File: config.mk
export PLATFORM = sky130hd
export DESIGN_NAME = fft_cmul_pipe_flat
export DESIGN_NICKNAME = d
export VERILOG_FILES = /design/src/rtl/fft_cmul_pipe_if.sv /design/src/rtl/fft_cmul_pipe.sv /design/src/flat_wrapper.sv
export SDC_FILE = /design/constraint.sdc
export NUM_CORES = 2
export LEC_CHECK = 0
export BUFFER_PORTS_ARGS = -buffer_cell sky130_fd_sc_hd__buf_4
export CAP_MARGIN = 20
export CORE_AREA = 5 5 379 381
export CTS_BUF_LIST = sky130_fd_sc_hd__clkbuf_8
export CTS_CLUSTER_SIZE = 8
export DETAILED_ROUTE_END_ITERATION = 16
export DIE_AREA = 0 0 384 386
export PLACE_DENSITY = 0.73
export SLEW_MARGIN = 10
export SYNTH_ARGS = -nofsm -noshare
export SYNTH_HDL_FRONTEND = slang
export SYNTH_SLANG_ARGS = --single-unit
File: constraint.sdc
create_clock -name clk -period 7.9 [get_ports clk]
set_clock_uncertainty 0.1 [all_clocks]
set_input_delay 0 -clock clk [delete_from_list [all_inputs] [get_ports clk]]
set_output_delay 0 -clock clk [all_outputs]
set_load 0.02 [all_outputs]
File: src/rtl/fft_cmul_pipe_if.sv
// fft_cmul_pipe_if: sample bus for fft_cmul_pipe (data, twiddle and sideband in, result out)
interface fft_cmul_pipe_if #(
    parameter int DIN_W  = 24,
    parameter int TW_W   = 15,
    parameter int DOUT_W = 24,
    parameter int USER_W = 8
);
    logic                     in_valid;
    logic                     conj;
    logic signed [DIN_W-1:0]  xr, xi;
    logic signed [TW_W-1:0]   wr, wi;
    logic [USER_W-1:0]        in_user;
    logic                     out_valid;
    logic signed [DOUT_W-1:0] yr, yi;
    logic [USER_W-1:0]        out_user;
    modport master (output in_valid, conj, xr, xi, wr, wi, in_user, input out_valid, yr, yi, out_user);
    modport slave (input in_valid, conj, xr, xi, wr, wi, in_user, output out_valid, yr, yi, out_user);
endinterface

File: src/rtl/fft_cmul_pipe.sv
// fft_cmul_pipe: 4-stage signed complex multiply x*w or x*conj(w) with round-half-up, shift and saturate
module fft_cmul_pipe #(
    parameter int DIN_W  = 24,
    parameter int TW_W   = 15,
    parameter int DOUT_W = 24,
    parameter int SHIFT  = 14,
    parameter int USER_W = 8
) (
    input  logic           clk,
    input  logic           reset_n,
    input  logic           ce,
    input  logic           sat_clr,
    output logic           sat,
    fft_cmul_pipe_if.slave bus
);
    localparam int PW = DIN_W + TW_W;
    localparam int P  = PW + 1;
    localparam logic signed [P:0] RND  = (P+1)'(1) <<< (SHIFT - 1);
    localparam logic signed [P:0] MAXV = {{(P+2-DOUT_W){1'b0}}, {(DOUT_W-1){1'b1}}};
    localparam logic signed [P:0] MINV = {{(P+2-DOUT_W){1'b1}}, {(DOUT_W-1){1'b0}}};

    logic                     v1, v2, v3, c1, c2;
    logic [USER_W-1:0]        u1, u2, u3;
    logic signed [DIN_W-1:0]  xr1, xi1;
    logic signed [TW_W-1:0]   wr1, wi1;
    logic signed [PW-1:0]     pp_rr, pp_ii, pp_ir, pp_ri;
    logic signed [P-1:0]      re3, im3;
    logic signed [P:0]        tr, ti;
    logic signed [DOUT_W-1:0] yr_n, yi_n;
    logic                     sat_r, sat_i;

    // one extra bit of headroom keeps the rounding add from overflowing
    always_comb begin
        tr    = ((P+1)'(re3) + RND) >>> SHIFT;
        ti    = ((P+1)'(im3) + RND) >>> SHIFT;
        sat_r = tr > MAXV || tr < MINV;
        sat_i = ti > MAXV || ti < MINV;
        yr_n  = tr > MAXV ? MAXV[DOUT_W-1:0] : tr < MINV ? MINV[DOUT_W-1:0] : tr[DOUT_W-1:0];
        yi_n  = ti > MAXV ? MAXV[DOUT_W-1:0] : ti < MINV ? MINV[DOUT_W-1:0] : ti[DOUT_W-1:0];
    end

    always_ff @(posedge clk) begin
        if (!reset_n) begin
            {v1, v2, v3, c1, c2} <= '0;
            {u1, u2, u3}         <= '0;
            {xr1, xi1, wr1, wi1} <= '0;
            {pp_rr, pp_ii, pp_ir, pp_ri} <= '0;
            {re3, im3}           <= '0;
            bus.out_valid        <= 1'b0;
            bus.yr               <= '0;
            bus.yi               <= '0;
            bus.out_user         <= '0;
            sat                  <= 1'b0;
        end else if (ce) begin
            v1    <= bus.in_valid;
            c1    <= bus.conj;
            u1    <= bus.in_user;
            xr1   <= bus.xr;
            xi1   <= bus.xi;
            wr1   <= bus.wr;
            wi1   <= bus.wi;
            pp_rr <= PW'(xr1) * PW'(wr1);
            pp_ii <= PW'(xi1) * PW'(wi1);
            pp_ir <= PW'(xi1) * PW'(wr1);
            pp_ri <= PW'(xr1) * PW'(wi1);
            v2    <= v1;
            c2    <= c1;
            u2    <= u1;
            re3   <= c2 ? P'(pp_rr) + P'(pp_ii) : P'(pp_rr) - P'(pp_ii);
            im3   <= c2 ? P'(pp_ir) - P'(pp_ri) : P'(pp_ir) + P'(pp_ri);
            v3    <= v2;
            u3    <= u2;
            bus.out_valid <= v3;
            if (v3) begin
                bus.yr       <= yr_n;
                bus.yi       <= yi_n;
                bus.out_user <= u3;
            end
            // a saturation event in the clear cycle keeps the flag set
            sat <= (v3 && (sat_r || sat_i)) || (sat && !sat_clr);
        end
    end
endmodule

File: src/flat_wrapper.sv
// flat-port wrapper written by rule: the top's interface ports become plain ports
module fft_cmul_pipe_flat 
#(
    parameter int DIN_W  = 24,
    parameter int TW_W   = 15,
    parameter int DOUT_W = 24,
    parameter int SHIFT  = 14,
    parameter int USER_W = 8
)
  (clk, reset_n, ce, sat_clr, sat, bus_in_valid, bus_conj, bus_xr, bus_xi, bus_wr, bus_wi, bus_in_user, bus_out_valid, bus_yr, bus_yi, bus_out_user);
  fft_cmul_pipe_if #(.DIN_W(DIN_W), .TW_W(TW_W), .DOUT_W(DOUT_W), .USER_W(USER_W)) bus_i ();
  input  logic clk;
  input  logic reset_n;
  input  logic ce;
  input  logic sat_clr;
  output logic sat;
  input wire logic [$bits(bus_i.in_valid)-1:0] bus_in_valid;
  input wire logic [$bits(bus_i.conj)-1:0] bus_conj;
  input wire logic [$bits(bus_i.xr)-1:0] bus_xr;
  input wire logic [$bits(bus_i.xi)-1:0] bus_xi;
  input wire logic [$bits(bus_i.wr)-1:0] bus_wr;
  input wire logic [$bits(bus_i.wi)-1:0] bus_wi;
  input wire logic [$bits(bus_i.in_user)-1:0] bus_in_user;
  output wire logic [$bits(bus_i.out_valid)-1:0] bus_out_valid;
  output wire logic [$bits(bus_i.yr)-1:0] bus_yr;
  output wire logic [$bits(bus_i.yi)-1:0] bus_yi;
  output wire logic [$bits(bus_i.out_user)-1:0] bus_out_user;
  assign bus_i.in_valid = bus_in_valid;
  assign bus_i.conj = bus_conj;
  assign bus_i.xr = bus_xr;
  assign bus_i.xi = bus_xi;
  assign bus_i.wr = bus_wr;
  assign bus_i.wi = bus_wi;
  assign bus_i.in_user = bus_in_user;
  assign bus_out_valid = bus_i.out_valid;
  assign bus_yr = bus_i.yr;
  assign bus_yi = bus_i.yi;
  assign bus_out_user = bus_i.out_user;
  fft_cmul_pipe #(.DIN_W(DIN_W), .TW_W(TW_W), .DOUT_W(DOUT_W), .SHIFT(SHIFT), .USER_W(USER_W)) u_core (.clk(clk), .reset_n(reset_n), .ce(ce), .sat_clr(sat_clr), .sat(sat), .bus(bus_i));
endmodule
After elaboration in Yosys (flattened, before gate mapping)
Cells that the tools add are included.
- output and inout port bits: 58
- word-level logic and storage cells: 51
- input port bits: 92
- register bits after elaboration: 401
- order comparisons: 4
- $add $sub $neg: 6
- $mul: 4
- multiplexer cells: 6
- reductions and logical operators: 8
- operators with widths (operator ; count):
    24-bit by 15-bit multiplier with 39-bit output ; 4
    24-bit 2-to-1 mux ; 4
    40-bit by 15-bit adder with 41-bit output (second input constant) ; 2
    39-bit by 39-bit adder with 40-bit output ; 2
    40-bit 2-to-1 mux ; 2
    39-bit by 39-bit subtractor with 40-bit output ; 2
    27-bit by 24-bit > comparator with 1-bit output (second input constant) ; 2
    27-bit by 24-bit < comparator with 1-bit output (second input constant) ; 2
    1-bit logical OR ; 4
    1-bit logical AND ; 2
    2-bit AND reduction ; 1
    1-bit logical NOT ; 1

Logic depth before layout (Yosys ltp)
- depth after elaboration: 6
- mapped depth: 26
- depth with buffers taken out: 23

Worst setup path after synthesis
OpenSTA, ideal clock, no wires.
- path kind: register to register
- from: reg u_core.wi1[6]
- to: reg u_core.pp_ri[34]
- slack: 1.198 ns
- required time: 7.737 ns
- clock period less this slack: 6.702 ns
- data arrival time: 6.539 ns
- library setup time: 0.063 ns
- buffers on the path: 2
- cell stages (with the launch flop): 26
- cells stage by stage: dfxtp_1 -> clkbuf_1 -> clkbuf_1 -> nand2_1 -> fa_1 -> inv_1 -> fa_1 -> inv_1 -> fa_1 -> inv_1 -> fa_1 -> fa_1 -> inv_1 -> fa_1 -> inv_1 -> ha_1 -> a21o_1 -> a21oi_1 -> o21ai_0 -> a31oi_1 -> o21ai_1 -> a311oi_4 -> o31ai_2 -> a311o_1 -> a2111oi_0 -> nand3b_1
- longest elaborated chain between the ends: 1
- RTL lines (what ; line ; source):
    from (decl) ; fft_cmul_pipe.sv:25 ; logic signed [TW_W-1:0] wr1, wi1;
    from (signal assigned) ; fft_cmul_pipe.sv:61 ; wi1 <= bus.wi;
    24-bit by 15-bit multiplier with 39-bit output ; fft_cmul_pipe.sv:65 ; pp_ri <= PW'(xr1) * PW'(wi1);
    to (signal assigned) ; fft_cmul_pipe.sv:65 ;
    to (decl) ; fft_cmul_pipe.sv:26 ; logic signed [PW-1:0] pp_rr, pp_ii, pp_ir, pp_ri;
No other way between the ends.
A chain may end at the register's enable or synchronous reset.

Worst setup path after layout
- from: reg u_core.xr1[5]
- to: reg u_core.pp_ri[32]
- longest elaborated chain between the ends: 1
- RTL lines (what ; line ; source):
    from (decl) ; fft_cmul_pipe.sv:24 ; logic signed [DIN_W-1:0] xr1, xi1;
    from (signal assigned) ; fft_cmul_pipe.sv:58 ; xr1 <= bus.xr;
    24-bit by 15-bit multiplier with 39-bit output ; fft_cmul_pipe.sv:65 ;
No other way between the ends.

==> summary.txt <==
Status
  – Outcome: finished clean

Worst setup path
  – Crit Path Max Fanout: 15
  – CP dominant cell by count: fa_1
  – Cell family with most CP delay: adder cells
  – Setup crit end kind: flop
  – Crit path required time: around 8.4 ns
  – CP peak stage delay: ~0.85 ns
  – Buf/Inv on CP: 6
  – Crit path kind: reg2reg
  – Crit path DAT: slightly above 8 ns
  – CP max stage cell: dfxtp_1
  – Worst-path cell chain: buf_4, nand2_1, fa_1, inv_1, fa_1, inv_1, fa_1, inv_1, fa_1, fa_1, inv_1, fa_1, inv_1, ha_1, a21o_1, a21oi_1, o21ai_0, a31oi_1, o21ai_1, a311oi_4, o31ai_2, a31oi_1, xor2_1, o21ai_0
  – Setup crit start kind: flop

STA
  – Final setup fails: 0
  – Unrepaired setup endpoints after global routing: false
  – Highest Clock Rate: between 100 and 150 MHz
  – Worst slew pin tran: between 1 and 1.5 ns
  – Final Cycle Share: 0.9595
  – Final hold violations: 0
  – Post-route setup slack: 0.3200 ns
  – Period minus WS final: 7.580 ns
  – Final Max Tran Viols: 0
  – Slew margin rel.: 0.2500
  – Fin Hold WS: approximately 0.060 ns
  – Final setup TNS: 0 ns

Drt
  – Iteration count of the initial detailed-routing pass: 6
  – Routed WL: approximately 210000 um
  – Vias per cell: between 5 and 6
  – Via count: roughly 55000
  – Routed length per placed instance: ~21 um
  – Initial DRC Count: about 4000
  – ANT nets after route: 0
  – # DRC: 0

Synthesis
  – Synth cell count leaders: 1466 x inv_1, 1356 x fa_1, 1087 x nand2_1
  – Post-synthesis instance total: a little under 8000
  – Xor-xnor portion of the synthesized cell area: 0.03949
  – Number of synthesized flops with an enable pin: 0
  – Library cells used by synthesis: 77
  – Largest family of logic cells by synthesized area: adder cells
  – Synth area leaders: fa_1 39%, dfxtp_1 11%, ha_1 8.7%, inv_1 8.0%, nand2_1 5.9%
  – Synth Area in Simple Gates: 0.1661
  – Adder-Cell Fraction of Synth Area: 0.4791
  – Synth top area share: 0.3923
  – Number of synthesis warnings: 0
  – Number of synthesized register bits: 375
  – Syn Nets: between 9000 and 10000
  – Top-count cell post-synth: inv_1
  – Synth area leader: fa_1
  – Synthesized area: 0.06920 mm2
  – Synth Area in Compound Gates: 0.07502
  – Post-synthesis mux area share: 0.02955
  – Asr flop ratio synth: 0
  – Seq/Total Area, Yosys: 0.1085
  – Most frequently used flop master after synthesis: dfxtp_1
  – Synth Area per Inst: around 9 um2

Clock tree
  – Clock Pin Slew Worst Setup and Hold Paths: approximately 0.060 ns
  – CTS root buf: clkbuf_8
  – CTS max path bufs: 3
  – Post-CTS setup buffer count: 0
  – # H-tree levels: 3
  – CTS buffer count: 75
  – Clock sinks: roughly 380
  – Worst skew pair latency: 0.82 ns
  – CTS tree: built

Layout
  – Area Overhead vs Synth: 10.71%
  – Share of cells above drive strength 1: 0.06716
  – Final nets: a little under 10000
  – Final Cell Area: roughly 0.077 mm2

Pwr
  – Worst IR drop on VDD: 0.0001096 V
  – Power Dens Cells: between 150 and 200 mW/mm2
  – Leak pwr: approximately 39 nW

GRT
  – Grt met1 use: 0.3752
  – Vias in the first global route: 58230
  – Global-route wire length before repair: ~330000 um
  – Initial antenna violation count: 10
  – Pin count of the biggest net entering global routing: between 100 and 150
  – Global-route met3 utilization: 0.07464
  – Grt met2 use: 0.4547
  – GR peak layer: met2
  – Total track usage: 0.2864
  – Total grt overflow: 0

Die
  – Full die area: around 0.15 mm2
  – # IOs: 150
  – Starting density of the core: 0.4935
  – Die X-Extent: between 300 and 400 um
  – Die Height: a little under 400 um
  – Total core area: 0.1402 mm2
  – Rows: between 100 and 150

Place
  – HPWL after detailed placement: ~170000 um
  – Placer Congestion: roughly 1.0
  – Pre-CTS WS: 0.2485 ns
  – Post-DP Area: 0.07289 mm2
  – PortBufs: around 150

Run
  – Max_cap viols: 0

Worst hold path
  – Worst hold path class: in2reg
[path summary, 6_finish.rpt]
| check | startpoint | end | slack (ns) | cells after the start |
|---|---|---|---|---|
| setup reg to reg | u_core.xr1[5] | u_core.pp_ri[32] | 0.32 | 24 |
| setup / recovery | u_core.xr1[5] | u_core.pp_ri[32] | 0.32 | 24 |
| hold / removal | bus_xr[5] | u_core.xr1[5] | 0.06 | 4 |
| hold reg to reg | u_core.bus.yr[0] | u_core.bus.yr[0] | 0.37 | 2 |
[worst register-to-register path: stages, from the launching register on]
cell and delay, ns:
dfxtp_1 0.85, buf_4 0.33, nand2_1 0.09, fa_1 0.49, inv_1 0.05, fa_1 0.49, inv_1 0.05, fa_1 0.53
inv_1 0.05, fa_1 0.38, fa_1 0.51, inv_1 0.05, fa_1 0.47, inv_1 0.04, ha_1 0.32, a21o_1 0.18
a21oi_1 0.14, o21ai_0 0.14, a31oi_1 0.38, o21ai_1 0.27, a311oi_4 0.48, o31ai_2 0.15, a31oi_1 0.22, xor2_1 0.56
o21ai_0 0.14
[layout make-up]
type / count / area, um2
clock buffers: 91 / 1252
inverters: 1466 / 5503
well taps: 1890 / 2365
flip-flops and latches: 375 / 7555
repair buffers: 547 / 4868
clock inverters: 41 / 427.9
multi-input cells: 5550 / 54620
fillers: 12580 / 63600
diodes: 5 / 12.51
[placed cells by master, fill, tap and decap left out, drive strengths merged, types with 39 or more instances in the layout]
cell and instances:
a31oi 39, nor2 296, fa 1356, a21o 122, a21oi 218, xnor2 199
dlygate4sd3 198, buf 348, nor3 48, and2 489, mux2i 202, clkbuf 92
nand2 1087, dfxtp 375, xor2 113, nor2b 231, inv 1484, ha 480
o21ai 191, nand3 73
[flip-flops by register name, indices dropped and copies added, names as in the netlist, 8 cells and up]
signal / cells
u_core.bus.yi: 24
u_core.pp_ir: 39
u_core.pp_rr: 39
u_core.pp_ii: 39
u_core.xr1: 24
u_core.xi1: 24
u_core.bus.yr: 24
u_core.u1: 8
u_core.pp_ri: 39
u_core.u2: 8
u_core.im3: 27
u_core.wi1: 15
u_core.bus.out_user: 8
u_core.wr1: 15
u_core.u3: 8
u_core.re3: 27
[routing by layer]
layer,part of all wire,vias to the layer above
li1,-,24230
met1,0.40,27470
met2,0.45,2444
met3,0.10,519
met4,0.047,6
met5,0.00018,-
[repair_timing]
| item | 4_1_cts | 5_1_grt |
|---|---|---|
| gates resized for setup | 0 | 7 |
| hold endpoints to repair | 199 | 0 |
| endpoints found under the setup margin | 0 | 8 |
| hold buffers | 198 | 0 |
[logic make-up after synthesis]
logic type / count (synthesis)
AND/OR/NAND/NOR: 2395
buffers and inverters: 1885
adder cells (fa/ha/maj): 1836
AO/OA/AOI/OAI: 803
flip-flops: 375
XOR/XNOR: 312
multiplexers: 204
[where the power goes]
part | total [mW] | internal [mW] | switching (mW) | leakage, nW
clock | 2.31 | 1.29 | 1.02 | 0.900
combinational | 6.77 | 2.65 | 4.12 | 35.0
sequential | 2.68 | 2.17 | 0.508 | 3.08
total | 11.8 | 6.10 | 5.65 | 38.9
[per-stage QoR]
step / cells / power [mW] / util
floorplan: 7810 / 6.968 / -
global placement: 9627 / 9.072 / 0.5198
detailed placement: 9628 / 9.223 / 0.5199
CTS: 9958 / 11.66 / 0.5460
global route: 9962 / 12.60 / 0.5463
finish: 9965 / 11.75 / 0.5464
No activity file was read; power rests on OpenSTA's default activity.
